### src/rtl/display_tile_mapper_if.sv
// Handshake and data bundle between a display position source and the tile mapper.
// The slave modport is the mapper's view; the master modport is the source/sink side.
interface display_tile_mapper_if #(
  parameter int X_W        = 11,
  parameter int Y_W        = 10,
  parameter int IDX_X_W    = 7,
  parameter int IDX_Y_W    = 6,
  parameter int TILE_SHIFT = 4
);
  logic [X_W-1:0]        display_pos_x;
  logic [Y_W-1:0]        display_pos_y;
  logic                  in_valid;
  logic                  in_ready;
  logic [IDX_X_W-1:0]    matrix_idx_x;
  logic [IDX_Y_W-1:0]    matrix_idx_y;
  logic [TILE_SHIFT-1:0] sub_x;
  logic [TILE_SHIFT-1:0] sub_y;
  logic                  in_map;
  logic                  tile_change;
  logic                  out_valid;
  logic                  out_ready;

  modport master (
    output display_pos_x, display_pos_y, in_valid, out_ready,
    input  in_ready, matrix_idx_x, matrix_idx_y, sub_x, sub_y,
           in_map, tile_change, out_valid
  );

  modport slave (
    input  display_pos_x, display_pos_y, in_valid, out_ready,
    output in_ready, matrix_idx_x, matrix_idx_y, sub_x, sub_y,
           in_map, tile_change, out_valid
  );
endinterface

### src/rtl/display_tile_mapper.sv
// Maps a display position to a tile index of a MAP_W x MAP_H tile map.
// Stage 1 removes the visible-area origin and centring offset; stage 2 clamps
// to the map, splits into tile index / in-tile offset and flags tile changes
// relative to the last beat the consumer actually took.
module display_tile_mapper #(
  parameter int H_VISIBLE_START = 336,
  parameter int V_VISIBLE_START = 27,
  parameter int CENTER_OFFSET   = 7,
  parameter int TILE_SHIFT      = 4,
  parameter int MAP_W           = 80,
  parameter int MAP_H           = 50,
  parameter int X_W             = 11,
  parameter int Y_W             = 10,
  parameter int IDX_X_W         = 7,
  parameter int IDX_Y_W         = 6
) (
  input logic                  clk,
  input logic                  rst_n,
  display_tile_mapper_if.slave bus
);

  // Relative positions carry two extra bits so negative results never wrap.
  localparam logic signed [X_W+1:0] X_OFF = (X_W+2)'(H_VISIBLE_START + CENTER_OFFSET);
  localparam logic signed [Y_W+1:0] Y_OFF = (Y_W+2)'(V_VISIBLE_START + CENTER_OFFSET);
  localparam logic signed [X_W+1:0] X_LIM = (X_W+2)'(MAP_W << TILE_SHIFT);
  localparam logic signed [Y_W+1:0] Y_LIM = (Y_W+2)'(MAP_H << TILE_SHIFT);
  localparam logic [IDX_X_W-1:0]    X_IDX_MAX = IDX_X_W'(MAP_W - 1);
  localparam logic [IDX_Y_W-1:0]    Y_IDX_MAX = IDX_Y_W'(MAP_H - 1);

  // Stage 1 state
  logic                    s1_valid;
  logic signed [X_W+1:0]   rel_x;
  logic signed [Y_W+1:0]   rel_y;

  // Stage 2 state (drives the outputs directly)
  logic                    s2_valid;
  logic [IDX_X_W-1:0]      idx_x_q;
  logic [IDX_Y_W-1:0]      idx_y_q;
  logic [TILE_SHIFT-1:0]   sub_x_q;
  logic [TILE_SHIFT-1:0]   sub_y_q;
  logic                    in_map_q;
  logic                    tile_change_q;

  // Reference tile of the last transferred beat
  logic [IDX_X_W-1:0]      ref_x;
  logic [IDX_Y_W-1:0]      ref_y;
  logic                    first_beat;

  // Stage 2 next values
  logic                    x_neg, x_over, y_neg, y_over;
  logic [IDX_X_W-1:0]      nx_idx_x;
  logic [IDX_Y_W-1:0]      nx_idx_y;
  logic [TILE_SHIFT-1:0]   nx_sub_x;
  logic [TILE_SHIFT-1:0]   nx_sub_y;
  logic                    nx_in_map;
  logic                    nx_tile_change;

  logic xfer;
  logic s2_load;

  assign xfer         = s2_valid && bus.out_ready;
  assign s2_load      = !s2_valid || bus.out_ready;
  // Stage 1 can only be blocked when both stages hold data and the sink stalls.
  assign bus.in_ready = !(s1_valid && s2_valid && !bus.out_ready);

  assign bus.out_valid    = s2_valid;
  assign bus.matrix_idx_x = idx_x_q;
  assign bus.matrix_idx_y = idx_y_q;
  assign bus.sub_x        = sub_x_q;
  assign bus.sub_y        = sub_y_q;
  assign bus.in_map       = in_map_q;
  assign bus.tile_change  = tile_change_q;

  // Stage 1: capture the offset-corrected position on acceptance.
  always_ff @(posedge clk) begin
    // NOTE: state registers use non-blocking assignments so every flop samples pre-edge values.
    if (!rst_n) begin
      s1_valid <= 1'b0;
      rel_x    <= '0;
      rel_y    <= '0;
    end else if (bus.in_ready) begin
      s1_valid <= bus.in_valid;
      if (bus.in_valid) begin
        rel_x <= $signed({2'b00, bus.display_pos_x}) - X_OFF;
        rel_y <= $signed({2'b00, bus.display_pos_y}) - Y_OFF;
      end
    end
  end

  // Stage 2 combinational: clamp, split, and compare against the reference tile.
  always_comb begin
    // NOTE: every output of this block is given a default first so no latch can be inferred.
    x_neg          = rel_x[X_W+1];
    y_neg          = rel_y[Y_W+1];
    x_over         = !x_neg && (rel_x >= X_LIM);
    y_over         = !y_neg && (rel_y >= Y_LIM);
    nx_idx_x       = rel_x[TILE_SHIFT +: IDX_X_W];
    nx_idx_y       = rel_y[TILE_SHIFT +: IDX_Y_W];
    nx_in_map      = !x_neg && !x_over && !y_neg && !y_over;
    nx_sub_x       = '0;
    nx_sub_y       = '0;
    nx_tile_change = 1'b0;

    if (x_neg)       nx_idx_x = '0;
    else if (x_over) nx_idx_x = X_IDX_MAX;
    if (y_neg)       nx_idx_y = '0;
    else if (y_over) nx_idx_y = Y_IDX_MAX;

    if (nx_in_map) begin
      nx_sub_x = rel_x[TILE_SHIFT-1:0];
      nx_sub_y = rel_y[TILE_SHIFT-1:0];
    end

    // The beat leaving this cycle becomes the reference for the one entering.
    if (xfer) nx_tile_change = (nx_idx_x != idx_x_q) || (nx_idx_y != idx_y_q);
    else      nx_tile_change = first_beat || (nx_idx_x != ref_x) || (nx_idx_y != ref_y);
  end

  // Stage 2 registers plus the tile-change reference, updated only on transfer.
  always_ff @(posedge clk) begin
    if (!rst_n) begin
      s2_valid      <= 1'b0;
      idx_x_q       <= '0;
      idx_y_q       <= '0;
      sub_x_q       <= '0;
      sub_y_q       <= '0;
      in_map_q      <= 1'b0;
      tile_change_q <= 1'b0;
      ref_x         <= '0;
      ref_y         <= '0;
      first_beat    <= 1'b1;
    end else begin
      if (xfer) begin
        ref_x      <= idx_x_q;
        ref_y      <= idx_y_q;
        first_beat <= 1'b0;
      end
      if (s2_load) begin
        s2_valid <= s1_valid;
        if (s1_valid) begin
          idx_x_q       <= nx_idx_x;
          idx_y_q       <= nx_idx_y;
          sub_x_q       <= nx_sub_x;
          sub_y_q       <= nx_sub_y;
          in_map_q      <= nx_in_map;
          tile_change_q <= nx_tile_change;
        end
      end
    end
  end

endmodule

### src/flat_wrapper.sv
// flat-port wrapper written by rule: the top's interface ports become plain ports
module display_tile_mapper_flat 
#(
  parameter int H_VISIBLE_START = 336,
  parameter int V_VISIBLE_START = 27,
  parameter int CENTER_OFFSET   = 7,
  parameter int TILE_SHIFT      = 4,
  parameter int MAP_W           = 80,
  parameter int MAP_H           = 50,
  parameter int X_W             = 11,
  parameter int Y_W             = 10,
  parameter int IDX_X_W         = 7,
  parameter int IDX_Y_W         = 6
)
  (clk, rst_n, bus_display_pos_x, bus_display_pos_y, bus_in_valid, bus_out_ready, bus_in_ready, bus_matrix_idx_x, bus_matrix_idx_y, bus_sub_x, bus_sub_y, bus_in_map, bus_tile_change, bus_out_valid);
  display_tile_mapper_if #(.X_W(X_W), .Y_W(Y_W), .IDX_X_W(IDX_X_W), .IDX_Y_W(IDX_Y_W), .TILE_SHIFT(TILE_SHIFT)) bus_i ();
  input logic clk;
  input logic rst_n;
  input wire logic [$bits(bus_i.display_pos_x)-1:0] bus_display_pos_x;
  input wire logic [$bits(bus_i.display_pos_y)-1:0] bus_display_pos_y;
  input wire logic [$bits(bus_i.in_valid)-1:0] bus_in_valid;
  input wire logic [$bits(bus_i.out_ready)-1:0] bus_out_ready;
  output wire logic [$bits(bus_i.in_ready)-1:0] bus_in_ready;
  output wire logic [$bits(bus_i.matrix_idx_x)-1:0] bus_matrix_idx_x;
  output wire logic [$bits(bus_i.matrix_idx_y)-1:0] bus_matrix_idx_y;
  output wire logic [$bits(bus_i.sub_x)-1:0] bus_sub_x;
  output wire logic [$bits(bus_i.sub_y)-1:0] bus_sub_y;
  output wire logic [$bits(bus_i.in_map)-1:0] bus_in_map;
  output wire logic [$bits(bus_i.tile_change)-1:0] bus_tile_change;
  output wire logic [$bits(bus_i.out_valid)-1:0] bus_out_valid;
  assign bus_i.display_pos_x = bus_display_pos_x;
  assign bus_i.display_pos_y = bus_display_pos_y;
  assign bus_i.in_valid = bus_in_valid;
  assign bus_i.out_ready = bus_out_ready;
  assign bus_in_ready = bus_i.in_ready;
  assign bus_matrix_idx_x = bus_i.matrix_idx_x;
  assign bus_matrix_idx_y = bus_i.matrix_idx_y;
  assign bus_sub_x = bus_i.sub_x;
  assign bus_sub_y = bus_i.sub_y;
  assign bus_in_map = bus_i.in_map;
  assign bus_tile_change = bus_i.tile_change;
  assign bus_out_valid = bus_i.out_valid;
  display_tile_mapper #(.H_VISIBLE_START(H_VISIBLE_START), .V_VISIBLE_START(V_VISIBLE_START), .CENTER_OFFSET(CENTER_OFFSET), .TILE_SHIFT(TILE_SHIFT), .MAP_W(MAP_W), .MAP_H(MAP_H), .X_W(X_W), .Y_W(Y_W), .IDX_X_W(IDX_X_W), .IDX_Y_W(IDX_Y_W)) u_core (.clk(clk), .rst_n(rst_n), .bus(bus_i));
endmodule
### config.mk
export PLATFORM = sky130hd
export DESIGN_NAME = display_tile_mapper_flat
export DESIGN_NICKNAME = d
export VERILOG_FILES = /design/src/rtl/display_tile_mapper_if.sv /design/src/rtl/display_tile_mapper.sv /design/src/flat_wrapper.sv
export SDC_FILE = /design/constraint.sdc
export NUM_CORES = 1
export LEC_CHECK = 0
export ABC_CLOCK_PERIOD_IN_PS = 5330
export CAP_MARGIN = 10
export CELL_PAD_IN_SITES_DETAIL_PLACEMENT = 1
export CELL_PAD_IN_SITES_GLOBAL_PLACEMENT = 1
export CORE_MARGIN = 2
export CORE_UTILIZATION = 30
export DETAILED_ROUTE_END_ITERATION = 10
export PLACE_DENSITY = 0.64
export SETUP_SLACK_MARGIN = 0.5
export SLEW_MARGIN = 20
export SYNTH_ARGS = -nofsm -noshare
export SYNTH_HDL_FRONTEND = slang
export SYNTH_SLANG_ARGS = --single-unit
### constraint.sdc
create_clock -name clk -period 5.33 [get_ports clk]
set_clock_uncertainty 0.2 [all_clocks]
set_input_delay 0.7995 -clock clk [delete_from_list [all_inputs] [get_ports clk]]
set_output_delay 0.7995 -clock clk [all_outputs]
set_load 0.02 [all_outputs]
* Yosys cells after proc, flatten, opt, wreduce, memory -nomap -nowiden
Cells that the tools add are included.
Storage, ports and cells: bits in writable memories 0, memories 0, output and inout port bits 25, latch bits 0, bits of input ports 25, ROM bits 0, logic and storage cells 50, bits in registers 64
Operators by class: mux-type cells 7, add/subtract/negate cells 2, $mul 0, bitwise gates (word level) 1, shift operators 0, reduce and logical (&&, ||, !) cells 21, order comparisons 2, divide/modulo/power cells 0, eq/ne operators 4
Operators with widths (count):
- $mux 7 | 2
- $ne 7x7->1 | 2
- $ge 13x12->1 const B | 1
- $ge 12x11->1 const B | 1
- $mux 6 | 2
- $ne 6x6->1 | 2
- $sub 11x9->12 const B | 1
- $sub 10x6->11 const B | 1
- $logic_and 1x1->1 | 8
- $mux 4 | 2
- $logic_not 1->1 | 7
- $logic_or 1x1->1 | 4
- $reduce_and 2->1 | 2
- $mux 1 | 1
- $not 1->1 | 1

* Depth between registers and ports, before layout
Gate-level depths: netlist of the first run.
depth after elaboration 8, depth in mapped cells 7, mapped depth without buffers 7

* Least setup slack after synthesis of the first run
No wires, ideal clock.
kind input -> register, start in bus_out_ready, end reg u_core.rel_x[9], cell stages on the path 7, arrival 1988 ps, slack 3015 ps, buffers on the path 2, path through nor2b_1 nand2_1 and2_1 clkbuf_1 buf_1 nand4_1 o211ai_1
Between the ends: longest elaborated chain between the ends 4
RTL lines:
- start: declaration | RTL line flat_wrapper.sv:22 | input wire logic [$bits(bus_i.out_ready)-1:0] bus_out_ready;
- $logic_not 1->1 | RTL line display_tile_mapper.sv:64 | assign bus.in_ready = !(s1_valid && s2_valid && !bus.out_ready);
- $logic_and 1x1->1 | RTL line display_tile_mapper.sv:64
- $not 1->1 (no source line)
- $reduce_and 2->1 (no source line)
- end signal: assignment | RTL line display_tile_mapper.sv:84 | rel_x <= $signed({2'b00, bus.display_pos_x}) - X_OFF;
- end: declaration | RTL line display_tile_mapper.sv:32 | logic signed [X_W+1:0] rel_x;
No other way between the ends. A chain may end at the register's enable or synchronous reset.

* Final worst setup path of the first run
start in bus_out_ready, end out bus_in_ready
Between the ends: longest elaborated chain between the ends 3
RTL lines:
- $logic_not 1->1 | RTL line display_tile_mapper.sv:64
- $logic_and 1x1->1 | RTL line display_tile_mapper.sv:64
- $logic_not 1->1 | RTL line display_tile_mapper.sv:64
- end: declaration | RTL line flat_wrapper.sv:23 | output wire logic [$bits(bus_i.in_ready)-1:0] bus_in_ready;
No other way between the ends.

==> impl_metrics.env, run 1 <==
export IMPL_ys_ff_latch=62
export IMPL_postSynth_asyncResetShare_pct=0
export IMPL_critical_path_max_stage_delay_ps=550
export IMPL_endpoint_kind="output port"
export IMPL_drtPass1Iterations=6
export IMPL_post_layout_min_period_ps=3210
export IMPL_synth_largest_area_cell="sky130_fd_sc_hd__dfxtp_1"
export IMPL_grt_start_max_net_pins=44
export IMPL_start_kind="primary input"
export IMPL_synth_top_cells_by_count="sky130_fd_sc_hd__dfxtp_1 (62), sky130_fd_sc_hd__nand2_1 (56), sky130_fd_sc_hd__nor2_1 (53)"
export IMPL_synth_largest_type_area_fraction_pct=39.9
export IMPL_timing_critical_path_arrival_ps=2210
export IMPL_max_slew_worst_pin_slew_ps=1030
export IMPL_path_delay_family="buffers and inverters"
export IMPL_routed_via_density=5.14
export IMPL_die_height_um=106
export IMPL_slew_headroom_pct=31.2
export IMPL_timing_fmax_ghz=0.311
export IMPL_design_core_area_mm2=0.0102
export IMPL_routed_via_count=2953
export IMPL_post_synth_instance_area_mm2=0.00311
export IMPL_placement_io_buffers=49
export IMPL_global_route_overflow_total=0
export IMPL_yosysWarningCount=0
export IMPL_timing_final_hold_violations=0
export IMPL_post_synthesis_cells=395
export IMPL_clockPowerShare_pct=38.6
export IMPL_floorplan_initialDensity_pct=30.6
export IMPL_hold_path_class="reg -> reg"
export IMPL_cells_resized_by_post_cts_repair=0
export IMPL_row_count=37
export IMPL_cts_hold_buf=0
export IMPL_criticalPathCategory="in -> out"
export IMPL_synth_cell_type_count=55
export IMPL_timing_reg2reg_setup_slack_ps=2790
export IMPL_area_delta_synth_final_pct=24.9
export IMPL_gpl_final_weighted_congestion=0.750
export IMPL_sequential_cell_fraction_of_total_power_pct=46.3
export IMPL_internal_power_mw=0.801
export IMPL_first_global_vias=3072
export IMPL_timing_setup_tns_ps=0
export IMPL_area_sequential_mm2=0.00124
export IMPL_drc=0
export IMPL_clock_tree_root_cell="sky130_fd_sc_hd__clkbuf_8"
export IMPL_cts_tree="built"
export IMPL_clk_pin_slew_ps=70
export IMPL_nets=460
export IMPL_initialDrtViolationCount=112
export IMPL_clockBufferDepth=2
export IMPL_dp_hpwl_um=6250
export IMPL_crit_path_max_fanout=5
export IMPL_swShare_pct=27.8
export IMPL_slew_viol_final=0
export IMPL_routed_wl_um=8910
export IMPL_clock_net_sink_count=62
export IMPL_num_antenna_cells=0
export IMPL_wl_per_cell_um=15.5
export IMPL_clkLatencyLatePin_ps=340
export IMPL_timing_critical_path_mode_cell="sky130_fd_sc_hd__clkdlybuf4s50_1"
export IMPL_required_ps=4330
export IMPL_switching_power_mw=0.309
export IMPL_result_of_the_run="complete, no violations"
export IMPL_placed_cells_incl_taps=558
export IMPL_max_cap_violations=0
export IMPL_post_cts_repair_setup_buffers=0
export IMPL_crit_path_cells="clkdlybuf4s50_1 -> nor2b_1 -> nand2_1 -> clkdlybuf4s50_1"
export IMPL_slowest_stage="sky130_fd_sc_hd__clkdlybuf4s50_1"
export IMPL_postSynth_topFlopCell="sky130_fd_sc_hd__dfxtp_1"
export IMPL_total_leakage_power_nw=1.31
export IMPL_post_synth_top_count_cell="sky130_fd_sc_hd__dfxtp_1"
export IMPL_finish_cell_count_without_fillers=574
export IMPL_p_per_area_mw_per_mm2=285
export IMPL_final_min_period_over_clock_period_pct=60.2
export IMPL_nFillCells=1274
export IMPL_synth_seq_area_share_pct=39.9
export IMPL_setup_viol=0
export IMPL_post_synth_cell_area_avg_um2=7.88
export IMPL_chipWidth_um=106
export IMPL_die_area_mm2=0.0112
export IMPL_grt_pass1_wl_um=15000
export IMPL_pwr_share_comb_pct=15.2
export IMPL_combined_area_of_the_multi_input_logic_cells_mm2=0.00174
export IMPL_antenna_found_initial=0
export IMPL_rsz0062_at_grt="no"
export IMPL_numCtsBuffers=9
export IMPL_track_usage_pct=16.8
export IMPL_synth_nets=422
export IMPL_crit_buf_inv=2
export IMPL_vdd_ir_drop_worst_mv=0.112
export IMPL_ioPinCount=50
export IMPL_final_layout_size_suffix_gt1_share_pct=6.16
export IMPL_synth_area_leaders="sky130_fd_sc_hd__dfxtp_1 (40%), sky130_fd_sc_hd__a21oi_1 (7.6%), sky130_fd_sc_hd__nand2_1 (6.8%)"
export IMPL_ant_nets=0
export IMPL_cts_htree_levels=3
export IMPL_synth_enable_flop_cells=0
[per-layer routing]
metal / wire length (um) / GRT usage (%) / vias up
met5: 0 / 0 / -
met4: 122 / 6.58 / 0
met3: 295 / 3.40 / 11
met2: 4170 / 27.6 / 44
met1: 4330 / 21.7 / 1426
li1: - / - / 1472
[state kept, by name, indices dropped and copies added (netlist names), 4 cells and up]
register and flops:
u_core.rel_y 11, u_core.bus.matrix_idx_y 6, u_core.ref_y 6, u_core.bus.sub_y 4
u_core.bus.sub_x 4, u_core.bus.matrix_idx_x 7, u_core.rel_x 12, u_core.ref_x 7
[final cells by class]
class,instances,area share [%]
multi-input combinational,300,44.6
sequential,62,31.9
timing repair buffer,51,13.0
tap,136,4.38
clock buffer,13,4.09
clock inverter,3,1.09
inverter,9,0.869
[worst register-to-register path, stage by stage, from the launching register on]
cell	delay (ps)
sky130_fd_sc_hd__dfxtp_1	660
sky130_fd_sc_hd__nand2b_1	390
sky130_fd_sc_hd__o22ai_1	190
sky130_fd_sc_hd__xor2_1	200
sky130_fd_sc_hd__or4_4	490
sky130_fd_sc_hd__nor4_2	230
sky130_fd_sc_hd__nor3_1	70
[path summary, 6_finish.rpt]
kind,from,to,cells past startpoint
max,bus_out_ready,bus_in_ready,4
min,u_core.first_beat,u_core.first_beat,2
max reg2reg,u_core.rel_x[11],u_core.bus.tile_change,6
min reg2reg,u_core.first_beat,u_core.first_beat,2
[cells in the final DEF (no fill, tap or decap), drive strengths merged, types with 3 or more instances in the layout]
cell / count
dfxtp: 62
nand2: 56
nor2: 54
clkdlybuf4s50: 49
a21oi: 47
xnor2: 19
nor3: 13
clkbuf: 13
a211oi: 10
a22oi: 10
o21ai: 9
inv: 8
nand3: 8
a31oi: 7
o32ai: 5
nor4bb: 5
nor4: 5
a21o: 4
nand4: 4
xor2: 4
nor2b: 3
and2: 3
[power groups by stage]
stage | registers (mW) | logic (mW) | clock network [mW]
CTS | 0.513 | 0.171 | 0.440
global placement | 0.523 | 0.165 | 0
floorplan | 0.517 | 0.106 | 0
detailed placement | 0.524 | 0.170 | 0
global route | 0.517 | 0.187 | 0.463
finish | 0.514 | 0.168 | 0.428
[stage by stage]
stage	worst slack [ps]	total power, mW	util, %	hold WS (ps)	cell area (um2)
3_5_place_dp	2130	0.693	36.2	240	3690
5_1_grt	2030	1.17	38.2	281	3890
6_report	2120	1.11	38.2	251	3890
2_1_floorplan	3010	0.623	-	222	3110
4_1_cts	2120	1.12	38.2	256	3890
3_3_place_gp	2150	0.689	36.2	231	3690
[cells by family after synthesis]
logic type / after synthesis / synth area share [%]
buffers and inverters: 33 / 4.38
AO/OA/AOI/OAI: 106 / 21.9
XOR/XNOR: 23 / 6.47
AND/OR/NAND/NOR: 167 / 25.9
adder cells (fa/ha/maj): 2 / 0.804
multiplexers: 2 / 0.643
flip-flops: 62 / 39.9
Note: power is estimated with default switching activity, not from simulation.
==> run 2: changes to the inputs <==
Settings changed: ABC_CLOCK_PERIOD_IN_PS 5330 to 3200.
Clock period 5.33 ns to 3.2 ns, I/O delays scaled along.
==> impl_metrics.env, run 2 (synthesized netlist as in run 1, its figures left out) <==
export IMPL_final_common_cell="sky130_fd_sc_hd__dfxtp_1"
export IMPL_ioPinCount=50
export IMPL_slowest_stage="sky130_fd_sc_hd__clkdlybuf4s50_1"
export IMPL_ant_nets=0
export IMPL_endpoint_kind="output port"
export IMPL_num_antenna_cells=0
export IMPL_final_hold_worst_slack_ps=252
export IMPL_switching_power_mw=0.515
export IMPL_slew_viol_final=0
export IMPL_timing_final_hold_violations=0
export IMPL_rsz0062_at_grt="no"
export IMPL_internal_power_mw=1.31
export IMPL_placement_io_buffers=49
export IMPL_setup_viol=0
export IMPL_grt_pass1_wl_um=14900
export IMPL_die_area_mm2=0.0112
export IMPL_swShare_pct=28.2
export IMPL_antenna_found_initial=0
export IMPL_timing_fmax_ghz=0.389
export IMPL_track_usage_pct=16.6
export IMPL_design_core_area_mm2=0.0102
export IMPL_reg_top3="u_core.rel_x (12), u_core.rel_y (11)"
export IMPL_wl_per_cell_um=15.5
export IMPL_timing_critical_path_arrival_ps=1890
export IMPL_vdd_ir_drop_worst_mv=0.227
export IMPL_clkLatencyLatePin_ps=340
export IMPL_required_ps=2520
export IMPL_post_layout_min_period_ps=2570
export IMPL_max_cap_violations=0
export IMPL_pwr_share_comb_pct=15.5
export IMPL_global_route_overflow_total=0
export IMPL_cells_resized_by_post_cts_repair=0
export IMPL_slew_headroom_pct=42.1
export IMPL_p_per_area_mw_per_mm2=467
export IMPL_drtPass1Iterations=4
export IMPL_criticalPathCategory="in -> out"
export IMPL_cts_htree_levels=3
export IMPL_crit_path_max_fanout=5
export IMPL_routed_via_count=3016
export IMPL_numCtsBuffers=9
export IMPL_first_global_vias=3021
export IMPL_routed_via_density=5.22
export IMPL_combined_area_of_the_multi_input_logic_cells_mm2=0.00174
export IMPL_area_delta_synth_final_pct=25.7
export IMPL_routed_wl_um=8960
export IMPL_nets=465
export IMPL_start_kind="primary input"
export IMPL_chipWidth_um=106
export IMPL_largest_register_ffs=12
export IMPL_crit_path_cells="clkdlybuf4s50_1 -> nor2b_1 -> nand2_1 -> clkdlybuf4s50_1"
export IMPL_final_min_period_over_clock_period_pct=80.4
export IMPL_commonest_cells_after_routing_fill_and_taps_aside="sky130_fd_sc_hd__dfxtp_1 (62), sky130_fd_sc_hd__nand2_1 (56), sky130_fd_sc_hd__nor2_1 (53)"
export IMPL_sequential_cell_fraction_of_total_power_pct=46.8
export IMPL_die_height_um=106
export IMPL_nFillCells=1266
export IMPL_dp_hpwl_um=6340
export IMPL_timing_setup_tns_ps=0
export IMPL_clock_net_sink_count=62
export IMPL_hold_path_class="reg -> reg"
export IMPL_critical_path_max_stage_delay_ps=550
export IMPL_max_slew_worst_pin_slew_ps=866
export IMPL_final_layout_size_suffix_gt1_share_pct=7.24
export IMPL_clockPowerShare_pct=37.7
export IMPL_floorplan_initialDensity_pct=30.6
export IMPL_gpl_final_weighted_congestion=0.806
export IMPL_area_sequential_mm2=0.00124
export IMPL_initialDrtViolationCount=97
export IMPL_total_leakage_power_nw=1.33
export IMPL_timing_critical_path_mode_cell="sky130_fd_sc_hd__clkdlybuf4s50_1"
export IMPL_clockBufferDepth=2
export IMPL_row_count=37
export IMPL_drc=0
export IMPL_post_cts_repair_setup_buffers=0
export IMPL_clk_pin_slew_ps=70
export IMPL_cts_tree="built"
export IMPL_result_of_the_run="complete, no violations"
export IMPL_grt_start_max_net_pins=47
export IMPL_regMostFlops="u_core.rel_x"
export IMPL_cts_hold_buf=0
export IMPL_clock_tree_root_cell="sky130_fd_sc_hd__clkbuf_8"
## run 2: area by class of cell
type,instances,share of cell area (%)
Inverter,9,0.863
Timing Repair Buffer,56,13.9
Clock buffer,11,3.61
Multi-Input combinational cell,300,44.4
Clock inverter,4,1.22
Sequential cell,62,31.7
Tap cell,136,4.35
## run 2: final timing paths
kind	from	end	slack, ps	cells past startpoint
setup / recovery	bus_out_ready	bus_in_ready	630	4
hold / removal	u_core.first_beat	u_core.first_beat	250	2
setup reg to reg	u_core.rel_x[11]	u_core.bus.sub_x[3]	720	5
hold reg to reg	u_core.first_beat	u_core.first_beat	250	2
## run 2: critical path, delay by kind of cell
kind / cells / cell delay [ps]
buffers and inverters: 2 / 980
and+or+nand+nor: 2 / 430
## run 2: power by group through the flow
stage / combinational, mW / sequential [mW] / clock, mW
2_1_floorplan: 0.177 / 0.861 / 0
3_3_place_gp: 0.280 / 0.871 / 0
3_5_place_dp: 0.285 / 0.873 / 0
4_1_cts: 0.287 / 0.855 / 0.712
5_1_grt: 0.313 / 0.862 / 0.744
6_report: 0.283 / 0.855 / 0.688
## run 2: per-layer routing
layer	vias to the layer above	global-route usage [%]	routed length (um)
li1	1478	-	-
met1	1484	21.6	4450
met2	46	28.2	4140
met3	8	2.60	258
met4	0	5.36	106
met5	-	0	0
## run 2: stage by stage
step           util (%)  total power, mW  setup WS (ps)  instances  area [um2]
2_1_floorplan         -             1.04           1150        395        3110
3_3_place_gp       36.6             1.15            454        563        3720
3_5_place_dp       36.6             1.16            387        563        3720
4_1_cts            38.4             1.85            616        578        3910
5_1_grt            38.4             1.92            505        578        3910
6_report           38.4             1.83            629        578        3910
==> run 3: changes to the inputs <==
Settings changed: ABC_CLOCK_PERIOD_IN_PS 3200 to 2380.
Clock period 3.2 ns to 2.38 ns, I/O delays scaled along.
==> impl_metrics.env, run 3 (synthesized netlist as in run 1, its figures left out) <==
export IMPL_hold_path_class="in -> reg"
export IMPL_drc=0
export IMPL_global_route_overflow_total=0
export IMPL_clk_pin_slew_ps=80
export IMPL_crit_path_max_fanout=7
export IMPL_cts_hold_buf=0
export IMPL_clockBufferDepth=2
export IMPL_max_slew_worst_pin_slew_ps=498
export IMPL_cts_htree_levels=3
export IMPL_p_per_area_mw_per_mm2=649
export IMPL_final_min_period_over_clock_period_pct=80.1
export IMPL_track_usage_pct=17.6
export IMPL_rsz0062_at_grt="yes"
export IMPL_ant_nets=0
export IMPL_die_height_um=106
export IMPL_first_global_vias=3008
export IMPL_timing_setup_tns_ps=0
export IMPL_criticalPathCategory="reg -> reg"
export IMPL_routed_via_density=5.05
export IMPL_result_of_the_run="complete, no violations"
export IMPL_dp_hpwl_um=6750
export IMPL_clock_tree_root_cell="sky130_fd_sc_hd__clkbuf_8"
export IMPL_routed_wl_um=9800
export IMPL_total_power_mw=2.87
export IMPL_dpl_instance_area_mm2=0.00387
export IMPL_placement_io_buffers=49
export IMPL_slew_headroom_pct=66.8
export IMPL_gpl_final_weighted_congestion=0.830
export IMPL_reg_top3="u_core.rel_x (12), u_core.rel_y (11)"
export IMPL_num_antenna_cells=0
export IMPL_required_ps=2400
export IMPL_setup_viol=0
export IMPL_clkLatencyLatePin_ps=340
export IMPL_finalCoreUtilization_pct=43.5
export IMPL_nFillCells=1217
export IMPL_die_area_mm2=0.0112
export IMPL_grt_pass1_wl_um=15700
export IMPL_slew_viol_final=0
export IMPL_initialDrtViolationCount=105
export IMPL_vdd_ir_drop_worst_mv=0.354
export IMPL_timing_critical_path_arrival_ps=1930
export IMPL_area_sequential_mm2=0.00128
export IMPL_area_delta_synth_final_pct=42.2
export IMPL_row_count=37
export IMPL_timing_fmax_ghz=0.524
export IMPL_total_leakage_power_nw=1.77
export IMPL_cts_tree="built"
export IMPL_floorplan_initialDensity_pct=30.6
export IMPL_grt_start_max_net_pins=47
export IMPL_largest_register_ffs=12
export IMPL_design_core_area_mm2=0.0102
export IMPL_numCtsBuffers=9
export IMPL_final_common_cell="sky130_fd_sc_hd__nand2_1"
export IMPL_regMostFlops="u_core.rel_x"
export IMPL_antenna_found_initial=0
export IMPL_timing_final_hold_violations=0
export IMPL_ioPinCount=50
export IMPL_start_kind="flop"
export IMPL_nets=491
export IMPL_commonest_cells_after_routing_fill_and_taps_aside="sky130_fd_sc_hd__nand2_1 (56), sky130_fd_sc_hd__nor2_1 (52), sky130_fd_sc_hd__dfxtp_1 (50)"
export IMPL_final_layout_size_suffix_gt1_share_pct=20.7
export IMPL_routed_via_count=3054
export IMPL_post_layout_min_period_ps=1910
export IMPL_clock_net_sink_count=62
export IMPL_combined_area_of_the_multi_input_logic_cells_mm2=0.00190
export IMPL_drtPass1Iterations=4
export IMPL_chipWidth_um=106
export IMPL_wl_per_cell_um=16.2
export IMPL_endpoint_kind="flop"
export IMPL_final_design_area_no_fill_mm2=0.00443
export IMPL_max_cap_violations=0
-- run 3: cell types whose count changed in the layout (fill, tap and decap cells not counted), moves of 6 or more --
cell,before,now
sky130_fd_sc_hd__dlygate4sd2_1,0,20
sky130_fd_sc_hd__buf_4,7,30
sky130_fd_sc_hd__clkdlybuf4s50_1,49,17
sky130_fd_sc_hd__dlymetal6s2s_1,0,11
sky130_fd_sc_hd__a21oi_2,0,6
sky130_fd_sc_hd__a21oi_1,47,41
sky130_fd_sc_hd__dfxtp_1,62,50
sky130_fd_sc_hd__dfxtp_4,0,8
-- run 3: per-stage QoR --
step	worst slack [ps]	instances	hold slack, ps
after global routing	392	605	147
after detailed placement	6.98	579	236
after CTS	347	598	248
final	473	605	140
after global placement	35.0	579	237
after floorplan	482	395	219
-- run 3: metal layers --
layer,up-vias,global-route usage (%),wire [um]
met1,1446,23.3,4510
met5,-,0,0
li1,1540,-,-
met2,58,29.0,4770
met3,10,3.77,411
met4,0,4.98,113
-- run 3: power breakdown --
| group | switching [mW] | internal, mW | leakage, nW |
|---|---|---|---|
| sequential | 0.0656 | 1.08 | 0.513 |
| combinational | 0.239 | 0.220 | 1.12 |
| clock | 0.458 | 0.807 | 0.134 |
| total | 0.763 | 2.11 | 1.77 |
-- run 3: final cells by class --
| type | instances | share of cell area, % |
|---|---|---|
| clock buffer | 9 | 2.80 |
| clock inverter | 7 | 3.31 |
| inverter | 9 | 0.763 |
| multi-input combinational | 300 | 43.0 |
| sequential | 62 | 28.8 |
| tap | 136 | 3.84 |
| timing repair buffer | 82 | 17.5 |
-- run 3: path summary, 6_finish.rpt --
check / startpoint / to / slack [ps] / depth (start not counted)
worst max-delay path: u_core.rel_y[6] / u_core.bus.tile_change / 470 / 6
worst min-delay path: bus_display_pos_y[1] / u_core.rel_y[1] / 140 / 3
worst max register to register: u_core.rel_y[6] / u_core.bus.tile_change / 470 / 6
worst min register to register: u_core.first_beat / u_core.first_beat / 250 / 2
-- run 3: what timing repair did --
item                                    CTS  global route
endpoints found under the hold margin     0             0
pin swaps                                 9            20
setup buffers                             3             6
endpoints found under the setup margin   33            22
resized for setup                        51            33
gates cloned                              0             1
-- run 3: critical path, stage by stage (launching register included) --
cell	delay (ps)
sky130_fd_sc_hd__dfxtp_4	380
sky130_fd_sc_hd__o311a_4	390
sky130_fd_sc_hd__nor2_4	100
sky130_fd_sc_hd__nor3_1	70
sky130_fd_sc_hd__or4_4	420
sky130_fd_sc_hd__nor4_2	150
sky130_fd_sc_hd__nor3_1	70
